$ cat src/rtl/register_tree_pkg.sv
// rtl/register_tree_pkg.sv - shared FSM state type and heap index helpers for register_tree
package register_tree_pkg;

    typedef enum logic {
        IDLE = 1'b0,
        SORT = 1'b1
    } state_t;

    function automatic int node_count(input int depth);
        return (1 << depth) - 1;
    endfunction

    function automatic int parent_idx(input int i);
        return (i - 1) / 2;
    endfunction

    function automatic int left_child(input int i);
        return 2 * i + 1;
    endfunction

    function automatic int right_child(input int i);
        return 2 * i + 2;
    endfunction

    // Level of a breadth-first node index: floor(log2(i+1)).
    function automatic int level_of(input int i);
        int lvl;
        lvl = 0;
        for (int b = 0; b < 31; b++) begin
            if (((i + 1) >> b) != 0) begin
                lvl = b;
            end
        end
        return lvl;
    endfunction

endpackage

$ cat src/rtl/register_tree_comparator.sv
// rtl/register_tree_comparator.sv - parent/children compare-and-swap datapath for one internal node
module comparator #(
    parameter int DATA_WIDTH = 32
) (
    input  logic [DATA_WIDTH-1:0] i_parent,
    input  logic [DATA_WIDTH-1:0] i_left,
    input  logic [DATA_WIDTH-1:0] i_right,
    output logic [DATA_WIDTH-1:0] o_parent,
    output logic [DATA_WIDTH-1:0] o_left,
    output logic [DATA_WIDTH-1:0] o_right
);

    // Promote the larger child when it strictly beats the parent; equal children favour the right one.
    always_comb begin
        o_parent = i_parent;
        o_left   = i_left;
        o_right  = i_right;
        if ((i_right >= i_left) && (i_right > i_parent)) begin
            o_parent = i_right;
            o_right  = i_parent;
        end else if ((i_left > i_right) && (i_left > i_parent)) begin
            o_parent = i_left;
            o_left   = i_parent;
        end
    end

endmodule

$ cat src/rtl/register_tree.sv
// rtl/register_tree.sv - register-based max-heap priority queue; optional REGISTER_TREE_ERR_EN adds sticky overflow/underflow flags
module register_tree
    import register_tree_pkg::*;
#(
    parameter int DATA_WIDTH = 32,
    parameter int TREE_DEPTH = 3
) (
    input  logic                            i_clk,
    input  logic                            i_rst,
    input  logic                            i_enqueue,
    input  logic                            i_dequeue,
    input  logic [DATA_WIDTH-1:0]           i_data,
    output logic [DATA_WIDTH-1:0]           o_data,
    output logic                            o_ready,
    output logic                            o_empty,
    output logic                            o_full,
`ifdef REGISTER_TREE_ERR_EN
    output logic                            o_overflow,
    output logic                            o_underflow,
`endif
    output logic [$clog2(2**TREE_DEPTH)-1:0] o_size
);

    localparam int N  = node_count(TREE_DEPTH);
    localparam int NI = N / 2;
    localparam int SW = $clog2(N + 1);
    localparam int PW = $clog2(2 * TREE_DEPTH + 1);
    localparam logic [PW-1:0] LAST_PHASE = PW'(2 * TREE_DEPTH - 1);
    localparam logic [SW-1:0] FULL_SIZE  = SW'(N);

    state_t                r_state;
    state_t                w_state_next;
    logic [DATA_WIDTH-1:0] r_node [N];
    logic [DATA_WIDTH-1:0] w_node_next [N];
    logic [SW-1:0]         r_size;
    logic [PW-1:0]         r_phase;

    logic                  w_idle;
    logic                  w_empty;
    logic                  w_full;
    logic                  w_do_enq;
    logic                  w_do_deq;
    logic                  w_do_rep;
    logic                  w_accept;
    logic [SW-1:0]         w_last;

    logic [DATA_WIDTH-1:0] w_cmp_par [NI];
    logic [DATA_WIDTH-1:0] w_cmp_lft [NI];
    logic [DATA_WIDTH-1:0] w_cmp_rgt [NI];
    logic                  w_lvl_odd [NI];

    assign w_idle   = (r_state == IDLE);
    assign w_empty  = (r_size == '0);
    assign w_full   = (r_size == FULL_SIZE);
    assign w_last   = r_size - SW'(1);
    // A simultaneous request on an empty heap degenerates to a plain insert.
    assign w_do_enq = w_idle && i_enqueue && (!i_dequeue || w_empty) && !w_full;
    assign w_do_deq = w_idle && i_dequeue && !i_enqueue && !w_empty;
    assign w_do_rep = w_idle && i_enqueue && i_dequeue && !w_empty;
    assign w_accept = w_do_enq || w_do_deq || w_do_rep;

    assign o_data  = r_node[0];
    assign o_ready = w_idle;
    assign o_empty = w_empty;
    assign o_full  = w_full;
    assign o_size  = r_size;

    genvar p;
    generate
        for (p = 0; p < NI; p++) begin : g_cmp
            localparam int LVL = level_of(p);
            assign w_lvl_odd[p] = LVL[0];
            comparator #(
                .DATA_WIDTH (DATA_WIDTH)
            ) u_cmp (
                .i_parent (r_node[p]),
                .i_left   (r_node[left_child(p)]),
                .i_right  (r_node[right_child(p)]),
                .o_parent (w_cmp_par[p]),
                .o_left   (w_cmp_lft[p]),
                .o_right  (w_cmp_rgt[p])
            );
        end
    endgenerate

    // Odd-even level network: only comparators on levels matching the phase parity write back,
    // so no two active comparators ever share a node.
    always_comb begin
        w_node_next = r_node;
        for (int k = 0; k < NI; k++) begin
            if (w_lvl_odd[k] == r_phase[0]) begin
                w_node_next[k]         = w_cmp_par[k];
                w_node_next[2 * k + 1] = w_cmp_lft[k];
                w_node_next[2 * k + 2] = w_cmp_rgt[k];
            end
        end
    end

    // Next-state: leave IDLE on an accepted operation, return after the last sort phase.
    always_comb begin
        w_state_next = r_state;
        case (r_state)
            IDLE: if (w_accept) w_state_next = SORT;
            SORT: if (r_phase == LAST_PHASE) w_state_next = IDLE;
            default: w_state_next = IDLE;
        endcase
    end

    // State register.
    always_ff @(posedge i_clk) begin
        if (i_rst) begin
            r_state <= IDLE;
        end else begin
            r_state <= w_state_next;
        end
    end

    // Node storage, occupancy and phase counter: edits happen on accept, reordering during SORT.
    always_ff @(posedge i_clk) begin
        if (i_rst) begin
            for (int k = 0; k < N; k++) begin
                r_node[k] <= '0;
            end
            r_size  <= '0;
            r_phase <= '0;
        end else if (r_state == SORT) begin
            r_node  <= w_node_next;
            r_phase <= (r_phase == LAST_PHASE) ? '0 : r_phase + PW'(1);
        end else begin
            r_phase <= '0;
            if (w_do_rep) begin
                r_node[0] <= i_data;
            end else if (w_do_enq) begin
                r_node[r_size] <= i_data;
                r_size         <= r_size + SW'(1);
            end else if (w_do_deq) begin
                // Last occupied key moves to the root; its slot is cleared to keep unused nodes at 0.
                r_node[0]      <= r_node[w_last];
                r_node[w_last] <= '0;
                r_size         <= w_last;
            end
        end
    end

`ifdef REGISTER_TREE_ERR_EN
    logic r_overflow;
    logic r_underflow;

    assign o_overflow  = r_overflow;
    assign o_underflow = r_underflow;

    // Sticky flags for requests dropped in IDLE because the heap was full or empty.
    always_ff @(posedge i_clk) begin
        if (i_rst) begin
            r_overflow  <= 1'b0;
            r_underflow <= 1'b0;
        end else if (w_idle) begin
            if (i_enqueue && !i_dequeue && w_full) begin
                r_overflow <= 1'b1;
            end
            if (i_dequeue && !i_enqueue && w_empty) begin
                r_underflow <= 1'b1;
            end
        end
    end
`endif

endmodule

$ cat config.mk
export PLATFORM = sky130hd
export DESIGN_NAME = register_tree
export DESIGN_NICKNAME = d
export VERILOG_FILES = /design/src/rtl/register_tree_pkg.sv /design/src/rtl/register_tree_comparator.sv /design/src/rtl/register_tree.sv
export SDC_FILE = /design/constraint.sdc
export NUM_CORES = 1
export LEC_CHECK = 0
export CELL_PAD_IN_SITES_DETAIL_PLACEMENT = 1
export CELL_PAD_IN_SITES_GLOBAL_PLACEMENT = 2
export CORE_ASPECT_RATIO = 0.9
export CORE_UTILIZATION = 30
export DETAILED_ROUTE_END_ITERATION = 7
export PLACE_DENSITY_LB_ADDON = 0.1
export SLEW_MARGIN = 20
export SYNTH_ARGS = -nofsm -noshare
export SYNTH_HDL_FRONTEND = slang
export SYNTH_HIERARCHICAL = 1
export SYNTH_SLANG_ARGS = --single-unit
$ cat constraint.sdc
create_clock -name i_clk -period 5.7 [get_ports i_clk]
set_input_delay 1.14 -clock i_clk [delete_from_list [all_inputs] [get_ports i_clk]]
set_output_delay 1.14 -clock i_clk [all_outputs]
set_load 0.02 [all_outputs]
Yosys cells after proc, flatten, opt, wreduce, memory -nomap -nowiden

Index checks and enable logic that the tools add are counted.

Bits of input ports: 36
Register bits: 231
Word-level logic and storage cells: 126
Output and inout port bits: 38

Bitwise logic cells: 6
Reductions and logical operators: 36
Add/sub/neg operators: 3
Muxes and demuxes: 38
Order comparisons: 16
Equality and inequality tests: 17

Operators by type and width:

| cell                | count |
|---|---|
| $mux 32             | 22 |
| $mux 224            | 3 |
| $gt 32x32->1        | 9 |
| $and 224x224->224   | 1 |
| $bwmux 224          | 1 |
| $not 224->224       | 1 |
| $demux 32 s3        | 2 |
| $mux 192            | 1 |
| $mux 64             | 2 |
| $bmux 32 s3         | 1 |
| $ge 32x32->1        | 3 |
| $mux 96             | 1 |
| $logic_and 1x1->1   | 16 |
| $reduce_and 5->1    | 3 |
| $reduce_and 4->1    | 3 |
| $ne 2x1->1 const B  | 5 |
| $ne 3x1->1 const B  | 3 |
| $ge 4x4->1 const B  | 2 |
| $lt 4x1->1 const B  | 2 |
| $ne 2x2->1 const B  | 4 |
| $ne 4x2->1 const B  | 2 |
| $not 3->4           | 2 |
| $add 3x1->3 const B | 2 |
| $eq 3x3->1 const B  | 2 |
| other kinds (14)    | 23 |

Longest topological paths before layout

Depth after elaboration: 12
Gate-level depth with buffers: 15

Cells and area by module

Netlist, hierarchy kept.

Modules (own cells, without submodules):

| module        | area each (µm²) | instances | cells each |
|---|---|---|---|
| register_tree | 13620.6         | 1         | 1769 |
| comparator    | 4225.3          | 3         | 537 |

Worst setup path before layout

No wires, ideal clock.

Kind: reg-to-reg
From: register r_size[0], in the netlist o_size[0]
To: register r_node (netlist bit o_data[15])
Period minus slack after synthesis: 3.008 ns
Path buffers: 7
Setup slack: 2.692 ns
Cell stages (with the launch flop): 13
Arrival: 2.887 ns
Library setup time: 0.122 ns
Cells stage by stage: dfxtp_1 -> buf_2 -> inv_1 -> clkbuf_1 -> clkbuf_1 -> ha_1 -> buf_2 -> buf_2 -> clkbuf_1 -> buf_1 -> nand2_1 -> o221ai_1 -> a21oi_1

Longest elaborated chain between the ends: 12

Ends and longest elaborated chain:

| what                                                           | RTL line                                   | text |
|---|---|---|
| start: declaration                                             | register_tree.sv:35                        | `logic [SW-1:0] r_size;` |
| start signal: assignment                                       | register_tree.sv:135                       | `r_size <= r_size + SW'(1);` |
| start signal: assignment                                       | register_tree.sv:140                       | `r_size <= w_last;` |
| $sub 3x1->3 *                                                  | register_tree.sv:55                        | `assign w_last = r_size - SW'(1);` |
| named net w_last[0]                                            | register_tree.sv:45                        | `logic [SW-1:0] w_last;` |
| $not 3->4 (not written as such) *                              | register_tree.sv:138, register_tree.sv:139 |  |
| $ge 4x4->1 (not written as such) or $lt 4x1->1 (tied branches) | register_tree.sv:139                       | `r_node[w_last] <= '0;` |
| $logic_and 1x1->1 (not written as such)                        | register_tree.sv:139                       |  |
| $mux 32 (not written as such)                                  | register_tree.sv:139                       |  |
| $demux 32 s3                                                   | register_tree.sv:139                       |  |
| $not 224->224 (no line)                                        | --                                         |  |
| $and 224x224->224 (no line) *                                  | --                                         |  |
| $mux 224 *                                                     | register_tree.sv:136                       | `end else if (w_do_deq) begin` |
| $mux 224 *                                                     | register_tree.sv:133                       | `end else if (w_do_enq) begin` |
| $mux 32 *                                                      | register_tree.sv:131                       | `if (w_do_rep) begin` |
| $mux 224 *                                                     | register_tree.sv:126                       | `end else if (r_state == SORT) begin` |
| end signal: assignment                                         | register_tree.sv:127                       | `r_node <= w_node_next;` |
| end signal: indexed assignment                                 | register_tree.sv:134                       | `r_node[r_size] <= i_data;` |
| end: declaration                                               | register_tree.sv:33                        | `logic [DATA_WIDTH-1:0] r_node [N];` |

Mark *: on every way through the listed nets, which the timed path passes. The rest lies on a longest branch. The select of a mux whose other input is x is not followed.
A chain may end at the register's enable or synchronous reset.

==> flow_metrics.tcl <==
set metrics [dict create \
    dpl_cell_area_mm2 0.0278 \
    drive_gt1_share_pct 10.2 \
    path_max_fanout 67 \
    syn-num-nets 3710 \
    crit_arrival_ps 5090 \
    area_growth_pct 9.98 \
    drt_iter0_drc 1916 \
    drv_cap 0 \
    grt_pass1_wl_um 196000 \
    die_h_um 283 \
    worst_pin_slew_ps 1120 \
    critPathMaxStageDelay_ps 830 \
    layout_commonest_cell "a21oi_1" \
    synthesis.area_mm2 0.0263 \
    clock_latency_ps 590 \
    fin_crit_sh_pct 81.8 \
    r2r-start "r_node[26]$_SDFFE_PP0P_" \
    dr.pass1.iters 5 \
    min_path_cells 2 \
    cts_made_buffers 37 \
    grt_max_degree 150 \
    slew_viol_final 0 \
    required_ps 6130 \
    h-tree-depth 2 \
    maxClockFrequency_mhz 214 \
    slew-limit-headroom_pct 25.1 \
    yosysSeqAreaShare_pct 17.6 \
    dieArea_mm2 0.0888 \
    cp_common_cell "a21oi_1" \
    wire_per_inst_um 29.9 \
    finClkSkew_ps 25.7 \
    cp_slowest_cell "nor4_1" \
    cts_resized 0 \
    yosys_warnings 6 \
    antenna_found_initial 1 \
    hpwlAfterDp_um 94600 \
    start_util_pct 30.4 \
    place_congestion 0.919 \
    status "finished clean" \
    setup.worst_path.start "r_node[26]$_SDFFE_PP0P_" \
    clk_path_buf_depth 3 \
    drc_errors 0 \
    num_rows 102 \
    critPathKind "reg2reg" \
    ys_ff_latch 231 \
    io_buffers 73 \
    wirelength_um 133000 \
    vias_per_cell 6.24 \
    path_clk_slew_ps 60 \
    hp-class "reg2reg" \
    critPathLaunchType "register" \
    setup.worst_path.end_class "register" \
    netlist_instances 3380 \
    setup_viol 0 \
    num-nets-final 3594 \
    ant_nets 0 \
    gr-usage-all-layers_pct 29.3 \
    final.setup.worst_slack_ps 1040 \
    core-area_mm2 0.0864 \
    pre_cts_slack_ps 1110 \
    num_vias 27648 \
    layout_common_cells "a21oi_1 (363), ha_1 (293), inv_1 (278)" \
    ys_async_sr_fraction_pct 0 \
    rsz0062_at_grt "no" \
    crit_path_cell_trace "inv_1, ha_1, nand4_1, nor4_1, o31a_2, o21a_4, a21o_1, buf_4, a31oi_1, mux2i_1, nor2_1, a21oi_1, a21oi_1" \
    r2r_slack_ps 1040 \
    grt_pass1_vias 29024 \
    r2r-end "r_node[149]$_SDFFE_PP0P_" \
    final_area_mm2 0.0289 \
    io_pins 74 \
    setup-tns-final_ps 0 \
    die_x_um 314 \
    cts_sinks 231 \
    ys_types 79 \
    period_needed_ps 4660 \
    ctsRootBufferMaster "clkbuf_16" \
    synth_edf_count 0 \
    synth_top_flop_cell "dfxtp_1" \
    cts_tree "built" \
    syn_area_per_cell_um2 7.78 \
    fillers 10261 \
    cts_setup_buffers 0 \
    grt_overflow_total 0 \
    hold_viol 0 \
    reg2reg_depth 13 \
    hold_buffers 0 \
    crit_end "r_node[149]$_SDFFE_PP0P_" \
]
-- kinds of logic (layout without fill, tap and decap cells) --
family	after synthesis	in the layout	share of synthesized area (%)
buffers and inverters	591	499	10.1
DFF	231	231	17.6
AOI/OAI and AO/OA	1340	1340	33.4
adders and majority gates	294	294	14.0
xor gates and xnor gates	3	3	0.0999
muxes	263	263	11.8
other	0	1	0
and+or+nand+nor	658	658	13.1
-- metal layers --
layer  part of all wire (%)  track usage [%]
met4                    4.4             13.3
met3                    3.5             2.67
met2                     47             49.3
met5                      0                0
met1                     45             37.9
-- worst min path at each step --
stage | from | slack [ps] | end
after global routing | r_node[32]$_SDFFE_PP0P_ | 530 | r_node[32]$_SDFFE_PP0P_
after detailed placement | r_node[32]$_SDFFE_PP0P_ | 490 | r_node[32]$_SDFFE_PP0P_
after CTS | r_node[32]$_SDFFE_PP0P_ | 490 | r_node[32]$_SDFFE_PP0P_
after global placement | r_node[32]$_SDFFE_PP0P_ | 480 | r_node[32]$_SDFFE_PP0P_
final | r_node[32]$_SDFFE_PP0P_ | 500 | r_node[32]$_SDFFE_PP0P_
after floorplan | r_node[96]$_SDFFE_PP0P_ | 460 | r_node[96]$_SDFFE_PP0P_
-- critical path, delay by kind of cell, from the launching register on --
kind	cells	cell delay, ps
AND/OR/NAND/NOR	3	1110
buffers and inverters	2	560
adder cells (fa/ha/maj)	1	340
multiplexers	1	180
AO/OA/AOI/OAI	6	1680
flip-flops	1	590
-- flip-flops by register name, summed over array words and instances (netlist names) --
name and count:
o_data 32, o_size 3, r_node 192, r_phase 3, r_state 1
-- cells in the mapped netlist, types with 52 or more instances --
cell type	instances	share of area, %
o2bb2ai_1	57	1.9
nand3_1	130	2.5
o22ai_1	118	2.8
dfxtp_1	231	18
buf_2	52	0.99
inv_1	278	4.0
nand2_1	115	1.6
nor2_1	139	2.0
a31oi_1	74	1.8
a22oi_1	128	3.7
mux2_4	87	5.0
a211oi_1	104	3.0
buf_4	52	1.5
o21ai_0	257	4.9
nand4_1	75	1.8
nand2b_1	80	1.9
mux2i_1	158	6.0
a21oi_1	363	6.9
ha_1	294	14
clkbuf_1	170	2.4
-- metrics by stage --
step                      hold WS, ps  std cells  utilization (%)
after global placement            475       4369             32.1
final                             502       4433             33.5
after detailed placement          485       4369             32.1
after floorplan                   455       3380                -
after CTS                         495       4432             33.5
after global routing              526       4433             33.5
-- area by class of cell --
| class | count | area, um^2 | share of cell area [%] |
|---|---|---|---|
| Sequential cell | 231 | 4630 | 16.0 |
| Antenna cell | 1 | 2.50 | 0.00865 |
| Clock inverter | 10 | 110 | 0.381 |
| Inverter | 281 | 1060 | 3.66 |
| Timing Repair Buffer | 155 | 1390 | 4.82 |
| Tap cell | 1144 | 1430 | 4.95 |
| Multi-Input combinational cell | 2558 | 19200 | 66.5 |
| Clock buffer | 53 | 1050 | 3.62 |
Power is left out: the tool's default activity adds up to more than one toggle a clock period on the data nets, which glitch-free logic cannot reach.
